<file path="config.mk">
export PLATFORM = sky130hd
export DESIGN_NAME = cell_update_queue
export DESIGN_NICKNAME = d
export VERILOG_FILES = /design/src/rtl/cell_update_queue.sv
export SDC_FILE = /design/constraint.sdc
export NUM_CORES = 1
export LEC_CHECK = 0
export ABC_AREA = 0
export BUFFER_PORTS_ARGS = -buffer_cell sky130_fd_sc_hd__buf_2
export CORE_MARGIN = 2
export CORE_UTILIZATION = 44
export DETAILED_ROUTE_END_ITERATION = 12
export GPL_ROUTABILITY_DRIVEN = 0
export PLACE_DENSITY = 0.58
export SYNTH_ARGS = -nofsm -noshare
export SYNTH_HDL_FRONTEND = slang
export SYNTH_SLANG_ARGS = --single-unit
</file>
<file path="constraint.sdc">
create_clock -name clk -period 5 [get_ports clk]
set_clock_uncertainty 0.05 [all_clocks]
set_input_delay 1 -clock clk [delete_from_list [all_inputs] [get_ports clk]]
set_output_delay 1 -clock clk [all_outputs]
set_load 0.005 [all_outputs]
</file>
<file path="src/rtl/cell_update_queue.sv">
// cell_update_queue: buffers the changed cells of each scanned frame for the LCD
// renderer. On overflow the rest of the frame is dropped and a full-frame
// resync is requested when the frame ends.
module cell_update_queue #(
    parameter int DEPTH  = 8,
    parameter int GRID_W = 16,
    parameter int GRID_H = 12
) (
    input  logic                     clk,
    input  logic                     rst,
    input  logic                     in_valid,
    input  logic [3:0]               x,
    input  logic [3:0]               y,
    input  logic [2:0]               obj_code,
    input  logic                     diff,
    output logic                     upd_valid,
    input  logic                     upd_ready,
    output logic [3:0]               upd_x,
    output logic [3:0]               upd_y,
    output logic [2:0]               upd_code,
    output logic [$clog2(DEPTH):0]   count,
    output logic                     frame_done,
    output logic                     resync_req
);
    localparam int AW = $clog2(DEPTH);
    localparam int CW = AW + 1;
    localparam logic [0:0] ACCEPT = 1'b0;
    localparam logic [0:0] DROP   = 1'b1;
    localparam logic [4:0] GW = 5'(GRID_W);
    localparam logic [4:0] GH = 5'(GRID_H);

    // Entry layout: {x, y, obj_code}
    logic [10:0]   mem [DEPTH];
    logic [AW-1:0] wr_ptr, rd_ptr, nxt_rd;
    logic [CW-1:0] nxt_count;
    logic [0:0]    state;
    logic          accepted, last_cell, full, pop, push_req, push, overflow;
    logic [10:0]   in_entry, head;

    assign in_entry  = {x, y, obj_code};
    assign accepted  = in_valid && ({1'b0, x} < GW) && ({1'b0, y} < GH);
    assign last_cell = accepted && (x == 4'(GRID_W - 1)) && (y == 4'(GRID_H - 1));
    assign full      = (count == CW'(DEPTH));
    assign pop       = upd_valid && upd_ready;
    assign push_req  = accepted && diff && (state == ACCEPT);
    // A pop in the same cycle frees the slot, so a full FIFO still takes the push.
    assign push      = push_req && (!full || pop);
    assign overflow  = push_req && full && !pop;

    // Next head pointer/occupancy, so the registered outputs show the post-edge head.
    always_comb begin
        nxt_rd    = pop ? rd_ptr + 1'b1 : rd_ptr;
        nxt_count = count;
        if (push && !pop)      nxt_count = count + CW'(1);
        else if (pop && !push) nxt_count = count - CW'(1);
        // The entry being written becomes the head when nothing else is ahead of it.
        head = (push && (wr_ptr == nxt_rd)) ? in_entry : mem[nxt_rd];
    end

    // Storage array; no reset needed, validity is tracked by count.
    always_ff @(posedge clk) begin
        if (push) mem[wr_ptr] <= in_entry;
    end

    // Pointers, occupancy and the registered head entry.
    always_ff @(posedge clk) begin
        if (rst) begin
            wr_ptr    <= '0;
            rd_ptr    <= '0;
            count     <= '0;
            upd_valid <= 1'b0;
            upd_x     <= '0;
            upd_y     <= '0;
            upd_code  <= '0;
        end else begin
            if (push) wr_ptr <= wr_ptr + 1'b1;
            rd_ptr    <= nxt_rd;
            count     <= nxt_count;
            upd_valid <= (nxt_count != '0);
            if (nxt_count != '0) {upd_x, upd_y, upd_code} <= head;
        end
    end

    // Overflow FSM and frame-end pulses.
    always_ff @(posedge clk) begin
        if (rst) begin
            state      <= ACCEPT;
            frame_done <= 1'b0;
            resync_req <= 1'b0;
        end else begin
            frame_done <= last_cell;
            resync_req <= last_cell && ((state == DROP) || overflow);
            if (last_cell)     state <= ACCEPT;
            else if (overflow) state <= DROP;
        end
    end
endmodule

</file>
==> reports/metrics.cfg <==
[run_status]
status=finished clean

[layout]
diodes=0
num-nets-final=409
drive_gt1_share_pct=24.38
layout_common_cells=edfxtp_1 (88), buf_2 (33), dfxtp_1 (25)
stdcell_count=542
fillers=883
area_delta_synth_final_pct=19.77
multi_input_area_um2=1717
area.sequential_um2=3143
final_common_cell=edfxtp_1

[clock_tree]
clk_latency_ns=0.52
cts_root_buf=clkbuf_8
holdBufCountCts=0
cts.clk_slew.worst_paths_ns=0.06
cts_tree=built
numClockSinks=113
cts_inserted_buffers=17
cts_setup_buffers=0
cts_resized=0
htree_num_levels=4
clk_path_buf_depth=2

[timing]
min_period_ns=3.372
worst_pin_slew_ns=0.9114
period_share_pct=67.45
slew_viol_final=0
fmax_mhz=296.5
tns_ns=0
rsz0062_at_grt=no
hold_viol_final=0
finalSetupViolCount=0
slew_headroom_pct=39.15

[placed_design]
hpwlAfterDp_um=6682
dp.cells=510
io_buffers=33

[floorplanning]
start_util_pct=45.46
rows=38
die_h_um=110.1
die-area_um2=12110
ios=34
die_w_um=110.1
design.core.area_um2=10890

[worst_hold_path]
hold_path_class=reg2reg
hold_start=upd_code[0]$_SDFFE_PP0P_

[power]
power.switching_mw=0.7718
p_leak_nw=2.177
irDropWorstVdd_mv=0.4152
pwr_density_cell_nw_per_um2=502.8
p_clk_share_pct=41.8
p_int_mw=2.209
pwr-share-comb_pct=19.1
switching_share_pct=25.89
seqPwrFrac_pct=39.0

[setup_path]
crit_arrival_ns=3.73
reg2reg_from=rd_ptr[0]$_SDFF_PP0_
crit_path_end_kind=flip-flop
regToRegSetupSlack_ns=1.63
worst-path-max-fanout=27
critPathRequiredTime_ns=5.36
path_class=reg2reg
worstSetupStartpoint=rd_ptr[0]$_SDFF_PP0_
r2r-end=upd_y[0]$_SDFFE_PP0P_
critPathLaunchType=flip-flop
reg2reg_depth=8
endpoint=upd_y[0]$_SDFFE_PP0P_

[global_routing]
grt_usage_pct=19.57
gr-total-overflow=0
grt_max_degree=28
grt_pass1_vias=2955
grt_pass1_wl_um=16440
antenna_found_initial=0

[synthesis]
synthArstFlopShare_pct=0
ys_warn_count=0
ys_ff_latch=113
postSynthAreaPerCell_um2=14.43
synth_cells=343
synth_edf_count=88
seq_area_frac_synth_pct=63.50
netlist_area_um2=4950
synth_ff_type=edfxtp_1
synth_cell_type_count=54
synth_fp_nets=363

[detailed_routing]
antenna_left=0
drtIter0Drc=242
first_pass_iters=4
drc=0
totalWireLength_um=10720
num_vias=3034
routed_via_density=5.598
wl_per_cell_um=19.78

[job]
cap_violations=0

[kinds of logic after synthesis]
logic type / count (synthesis) / synth area share, %
DFF: 113 / 63.50
xor gates and xnor gates: 9 / 1.593
adders and majority gates: 4 / 1.011
buffers and inverters: 23 / 2.326
muxes: 46 / 11.93
AOI/OAI and AO/OA: 46 / 7.887
and+or+nand+nor: 102 / 11.75
[stage by stage]
stage          setup slack [ns]  cell area, um2  utilization, %  hold slack [ns]  total power, mW
3_5_place_dp              1.458            5313           48.79           0.4174            1.752
5_1_grt                   1.466            5928           54.45           0.4463            3.117
2_1_floorplan             1.843            4950               -           0.4157            1.577
4_1_cts                   1.605            5928           54.45           0.4301            3.004
3_3_place_gp              1.504            5313           48.79           0.4041            1.740
6_report                  1.628            5928           54.45           0.4325            2.981
[per-layer routing]
| metal | vias up | track usage [%] | wire length (um) |
|---|---|---|---|
| met5 | - | 0 | 0 |
| met4 | 0 | 7.866 | 130 |
| met3 | 11 | 6.643 | 466 |
| met2 | 72 | 29.75 | 5089 |
| met1 | 1509 | 25.83 | 5032 |
| li1 | 1442 | - | - |
[how the worst min path moves through the flow]
stage                                           to  slack (ns)  cells after the start
after floorplan           upd_code[1]$_SDFFE_PP0P_        0.42                      1
after global placement    upd_code[1]$_SDFFE_PP0P_        0.40                      1
after detailed placement  upd_code[0]$_SDFFE_PP0P_        0.42                      1
after CTS                 upd_code[0]$_SDFFE_PP0P_        0.43                      1
after global routing      upd_code[0]$_SDFFE_PP0P_        0.45                      1
final                     upd_code[0]$_SDFFE_PP0P_        0.43                      1
[power by group through the flow]
stage | sequential [mW] | clock, mW | combinational, mW
floorplan | 1.16 | 0 | 0.422
global placement | 1.18 | 0 | 0.562
detailed placement | 1.18 | 0 | 0.570
CTS | 1.16 | 1.27 | 0.576
global route | 1.17 | 1.32 | 0.629
finish | 1.16 | 1.25 | 0.571
[critical path, cell delays in order (launching register included)]
cell,delay [ns]
dfxtp_1,0.91
ha_1,0.28
nand3_1,0.15
xnor2_2,0.51
buf_4,0.31
mux4_2,0.31
mux2_2,0.27
mux2_1,0.28
a22o_1,0.18
[registers in the layout, indices dropped and copies added (netlist names), 3 cells and up]
register and flops:
upd_x 4, upd_code 3, upd_y 4, wr_ptr 3
rd_ptr 3, mem 88, count 4
[synthesized netlist by cell type, types with 2 or more instances]
cell / n / share of area, %
or4b_1: 5 / 1.0
mux4_2: 8 / 3.6
nand4_1: 2 / 0.25
inv_1: 4 / 0.30
mux2_2: 7 / 1.6
and3_1: 6 / 0.76
nor2b_1: 12 / 1.5
mux2_1: 7 / 1.6
nand2_1: 16 / 1.2
nor4_1: 2 / 0.25
nand2b_1: 4 / 0.51
xor2_1: 2 / 0.35
edfxtp_1: 88 / 53
a31oi_1: 2 / 0.25
nor3_1: 16 / 1.6
or3_1: 8 / 1.0
a2bb2oi_1: 6 / 1.1
a32o_1: 7 / 1.4
o22ai_1: 2 / 0.25
xnor2_1: 7 / 1.2
nand3_1: 3 / 0.30
buf_4: 4 / 0.61
buf_2: 5 / 0.51
nor2_1: 18 / 1.4
a22o_1: 4 / 0.71
dfxtp_1: 25 / 10
mux2i_1: 23 / 4.7
o311ai_0: 7 / 1.2
buf_1: 2 / 0.15
ha_1: 4 / 1.0
a211oi_1: 8 / 1.2
clkbuf_1: 7 / 0.53
[cell type report]
cell class | instances | share of cell area [%]
timing repair buffer | 46 | 4.432
multi-input combinational | 207 | 28.96
clock inverter | 11 | 3.145
sequential | 113 | 53.02
clock buffer | 21 | 7.239
tap | 140 | 2.955
inverter | 4 | 0.2533
Power figures use the tool's default switching activity.
